===== config.mk =====
export PLATFORM = sky130hd
export DESIGN_NAME = call_count_queue
export DESIGN_NICKNAME = d
export VERILOG_FILES = /design/src/rtl/call_count_queue.sv
export SDC_FILE = /design/constraint.sdc
export NUM_CORES = 1
export LEC_CHECK = 0
export ABC_CLOCK_PERIOD_IN_PS = 2200
export CORE_AREA = 4 4 110 165
export CTS_BUF_LIST = sky130_fd_sc_hd__clkbuf_8
export DETAILED_ROUTE_END_ITERATION = 7
export DIE_AREA = 0 0 114 169
export PLACE_DENSITY_LB_ADDON = 0.2
export RECOVER_POWER = 50
export SLEW_MARGIN = 20
export SYNTH_ARGS = -nofsm -noshare
export SYNTH_HDL_FRONTEND = slang
export SYNTH_SLANG_ARGS = --single-unit

===== constraint.sdc =====
create_clock -name clk -period 2.2 [get_ports clk]
set_input_delay 0.22 -clock clk [delete_from_list [all_inputs] [get_ports clk]]
set_output_delay 0.22 -clock clk [all_outputs]
set_load 0.01 [all_outputs]

===== src/rtl/call_count_queue.sv =====
// call_count_queue
//   Services "get count" calls and queues the per-call results for a
//   downstream consumer. A static call adds its increment to a persistent
//   accumulator and returns the updated value. An automatic call returns
//   INIT + increment and leaves the accumulator alone. Results are held in a
//   DEPTH-entry FIFO and presented on a valid/ready port.
//
// Ports
//   clk         clock, all logic on rising edge
//   rst         synchronous active-high reset
//   req_valid   call request present
//   req_ready   call can be accepted this cycle (from rst and occupancy only)
//   req_static  1 = static call, 0 = automatic call
//   req_incr    amount added by this call
//   rsp_valid   FIFO head valid
//   rsp_ready   consumer accepts head
//   rsp_cnt     count returned by the call at the FIFO head (0 when empty)
//   rsp_static  req_static of the call at the FIFO head (0 when empty)
//   occupancy   entries currently held
//   wrapped     sticky flag, static accumulator carried out of WIDTH bits

module call_count_queue #(
    parameter int unsigned            WIDTH = 32,
    parameter int unsigned            DEPTH = 4,
    parameter logic [WIDTH-1:0]       INIT  = '0
) (
    input  logic                       clk,
    input  logic                       rst,
    input  logic                       req_valid,
    output logic                       req_ready,
    input  logic                       req_static,
    input  logic [WIDTH-1:0]           req_incr,
    output logic                       rsp_valid,
    input  logic                       rsp_ready,
    output logic [WIDTH-1:0]           rsp_cnt,
    output logic                       rsp_static,
    output logic [$clog2(DEPTH):0]     occupancy,
    output logic                       wrapped
);

    localparam int unsigned AW = $clog2(DEPTH);
    localparam logic [AW:0] FULL_CNT = (AW+1)'(DEPTH);

    logic [WIDTH-1:0] acc;
    logic [WIDTH:0]   static_sum;
    logic [WIDTH-1:0] result;
    logic             push;
    logic             pop;

    logic [WIDTH-1:0] cnt_mem    [DEPTH];
    logic             static_mem [DEPTH];
    logic [AW-1:0]    wr_ptr;
    logic [AW-1:0]    rd_ptr;

    // No pop-to-push bypass: a full FIFO refuses even when a pop is pending.
    assign req_ready = !rst && (occupancy != FULL_CNT);
    assign rsp_valid = (occupancy != '0);

    assign push = req_valid && req_ready;
    assign pop  = rsp_valid && rsp_ready;

    // Extra bit catches the carry that sets the sticky wrap flag.
    assign static_sum = {1'b0, acc} + {1'b0, req_incr};

    always_comb begin
        result = INIT + req_incr;
        if (req_static) begin
            result = static_sum[WIDTH-1:0];
        end
    end

    // Head is masked while empty so the data port reads 0 after reset
    // without having to clear the storage array.
    assign rsp_cnt    = rsp_valid ? cnt_mem[rd_ptr]    : '0;
    assign rsp_static = rsp_valid ? static_mem[rd_ptr] : 1'b0;

    always_ff @(posedge clk) begin
        if (rst) begin
            acc       <= INIT;
            wrapped   <= 1'b0;
            wr_ptr    <= '0;
            rd_ptr    <= '0;
            occupancy <= '0;
        end else begin
            if (push) begin
                wr_ptr <= wr_ptr + AW'(1);
                if (req_static) begin
                    acc <= static_sum[WIDTH-1:0];
                    if (static_sum[WIDTH]) begin
                        wrapped <= 1'b1;
                    end
                end
            end
            if (pop) begin
                rd_ptr <= rd_ptr + AW'(1);
            end
            case ({push, pop})
                2'b10:   occupancy <= occupancy + (AW+1)'(1);
                2'b01:   occupancy <= occupancy - (AW+1)'(1);
                default: occupancy <= occupancy;
            endcase
        end
    end

    always_ff @(posedge clk) begin
        if (push) begin
            cnt_mem[wr_ptr]    <= result;
            static_mem[wr_ptr] <= req_static;
        end
    end

endmodule


==> flow_metrics.tcl <==
set metrics [dict create \
    ir_worst_vdd_v 0.000559 \
    yosysUniqueCellTypes 66 \
    io_buffers 75 \
    synth_warnings 0 \
    rows 58 \
    run_status "finished, violations left" \
    synth_ff_type "edfxtp_1" \
    switching_share_pct 33.6 \
    grt_overflow 0 \
    pwr-share-seq_pct 36.4 \
    drive_gt1_share_pct 46.7 \
    antennaDiodeCount 0 \
    worstMarginPinSlew_ps 561 \
    p_sw_mw 3.68 \
    finalCritPeriodShare_pct 111 \
    syn_nets 791 \
    antenna_left 0 \
    dp.cells 1104 \
    yosysMostFrequentCell "edfxtp_1" \
    globalRouteTotalUtil_pct 26.2 \
    num_vias 6811 \
    worst_slack_ps -245 \
    combPwrFrac_pct 43.4 \
    synth_top_cell_area_share_pct 44.6 \
    cts_tree "done" \
    final-setup-viol-count 93 \
    startpoint_type "flip-flop" \
    fillers 1077 \
    clkPwrFrac_pct 20.3 \
    syn_inst 715 \
    cp_max_fo 5 \
    clockBufferDepth 2 \
    drtPass1Iterations 7 \
    wirelength_mm 25.6 \
    synth_edf_count 132 \
    io_pins 76 \
    grt_antenna_before_repair 0 \
    die_y_um 169 \
    cp.arrival_ps 2670 \
    wl_per_cell_um 21.9 \
    place_ws_ps -730 \
    hold_path_class "input port to flip-flop" \
    required_ps 2430 \
    p_leak_nw 4.79 \
    crit_path_cell_trace "ha_4 -> a21oi_1 -> nor2_1 -> nor3_2 -> buf_4 -> a31oi_4 -> a31oi_2 -> xnor2_2 -> mux2_4" \
    grt_pass1_vias 7211 \
    intPower_mw 7.29 \
    nets 1025 \
    cts_buffers 17 \
    power_mw 11.0 \
    crit_type "flip-flop to flip-flop" \
    gp_congestion 0.904 \
    die_area_um2 19300 \
    end_kind "flip-flop" \
    viasPerCell 5.81 \
    netlist_area_um2 8890 \
    yosys.area.top_type "edfxtp_1" \
    grt_pass1_wl_mm 38.4 \
    rsz0062_at_grt "true" \
    area_growth_pct 41.5 \
    finalCriticalPeriod_ps 2440 \
    clk_pin_slew_ps 100 \
    finalHoldViolCount 0 \
    cpPeakStageDelay_ps 400 \
    insertion_delay_ps 470 \
    cts_num_sinks 174 \
    report.final.slew_viol_count 0 \
    async_flop_share_pct 0 \
    cap_violations 0 \
    synth_common_cells "132 x edfxtp_1, 63 x nand2_1, 53 x a21oi_1, 47 x nor2_1, 42 x dfxtp_1" \
    clockRootBuffer "clkbuf_8" \
    drt_iter0_drc 439 \
    violations "negative setup slack" \
    hpwl_mm 16.8 \
    htreeDepth 4 \
    fin_cells 1172 \
    fp.coreArea_um2 16700 \
    relSlewSlack_pct 62.5 \
    die_x_um 114 \
    grt_max_degree 37 \
    drc 0 \
    ys_seq_area_share_pct 54.0 \
    slowest_stage "dfxtp_1" \
    synth_area_per_cell_um2 12.4 \
    ys_ff_latch 174 \
    start_util_pct 53.3 \
    yosys-top-cells-area "edfxtp_1 45%, dfxtp_1 9.5%, mux4_2 8.4%, ha_1 5.2%, mux2_2 3.0%" \
    cellPowerDensity_nw_per_um2 872 \
    clock_skew_ps 21.4 \
    clock.fmax_mhz 409 \
]
## critical path: cells and delay by family, from the launching register on
kind                       cells  cell delay [ps]
buffers and inverters          1              160
muxes                          1              280
xor gates and xnor gates       1              100
AOI/OAI and AO/OA              3              760
and+or+nand+nor                2              270
DFF                            1              400
adders and majority gates      1              240
## power by group through the flow
stage                     registers (mW)  logic (mW)  clock network (mW)
after detailed placement            4.03        3.89                   0
final                               3.99        4.76                2.22
after CTS                           3.98        4.47                2.25
after global routing                4.01        5.08                2.40
after global placement              4.01        3.82                   0
after floorplan                     4.00        2.13                   0
## metal layers
layer / track usage, % / vias up / wire (um)
met5: 0 / - / 0
met4: 10.5 / 0 / 863
met3: 3.51 / 58 / 901
met2: 49.2 / 208 / 14400
met1: 29.3 / 3379 / 9470
li1: - / 3166 / -
## placed cells by master, fill, tap and decap left out, drive strengths merged, types with 4 or more instances in the layout
cell type      instances
buf                  210
edfxtp               132
nand2                 63
a21oi                 55
nor2                  47
dfxtp                 42
and2                  41
clkdlybuf4s50         40
ha                    37
mux4                  33
mux2                  25
inv                   21
o21ai                 20
xnor2                 19
clkbuf                17
nand3                 13
a21o                  12
xor2                  11
nor3b                  9
o31ai                  8
a31oi                  8
nand4                  7
nor3                   6
clkinv                 6
o21a                   5
o21bai                 5
a22o                   5
or3                    5
o211ai                 5
nand2b                 5
a211oi                 5
nor4                   5
and3                   4
## cell type report
type	instances	area [um^2]	area share [%]
sequential	174	4830	38.4
clock inverter	15	155	1.23
clock buffer	17	234	1.86
tap	210	263	2.09
multi-input combinational	490	4810	38.2
timing repair buffer	251	2230	17.8
inverter	15	56.3	0.448
## per-stage QoR
step | util (%) | TNS [ps] | instance area [um^2] | hold WS, ps
6_report | 75.4 | -11350 | 12600 | 348
5_1_grt | 75.4 | -19760 | 12600 | 332
4_1_cts | 72.8 | -10470 | 12100 | 335
3_5_place_dp | 66.2 | -69550 | 11100 | 454
3_3_place_gp | 66.2 | -63730 | 11100 | 446
2_1_floorplan | - | -470 | 9070 | 319
## flip-flops by register name, summed over array words and instances (netlist names), named ones only
name	cells
wr_ptr	2
acc	32
static_mem	4
rd_ptr	2
wrapped	1
cnt_mem	128
occupancy	3
## path summary, 6_finish.rpt
check	cells after the start	endpoint	slack, ps	startpoint
worst max register to register	9	cnt_mem[0][18]$_DFFE_PP_	-240	acc[7]$_SDFFE_PP0P_
worst min-delay path	2	cnt_mem[1][28]$_DFFE_PP_	350	req_static
worst max-delay path	9	cnt_mem[0][18]$_DFFE_PP_	-240	acc[7]$_SDFFE_PP0P_
worst min register to register	2	acc[6]$_SDFFE_PP0P_	470	acc[6]$_SDFFE_PP0P_
## cells by family after synthesis
group | Yosys count | synth area share (%)
buffers and inverters | 51 | 2.50
XOR/XNOR | 30 | 2.96
AO/OA/AOI/OAI | 147 | 10.9
multiplexers | 60 | 11.8
AND/OR/NAND/NOR | 214 | 12.2
flip-flops | 174 | 54.0
adder cells (fa/ha/maj) | 39 | 5.66
## repair_timing
item,CTS,global route
hold buffers,0,0
setup endpoints to repair,137,141
gates resized for setup,243,100
gates cloned,4,0
pin swaps,43,35
setup buffers,26,13
Note: power is estimated with default switching activity, not from simulation.
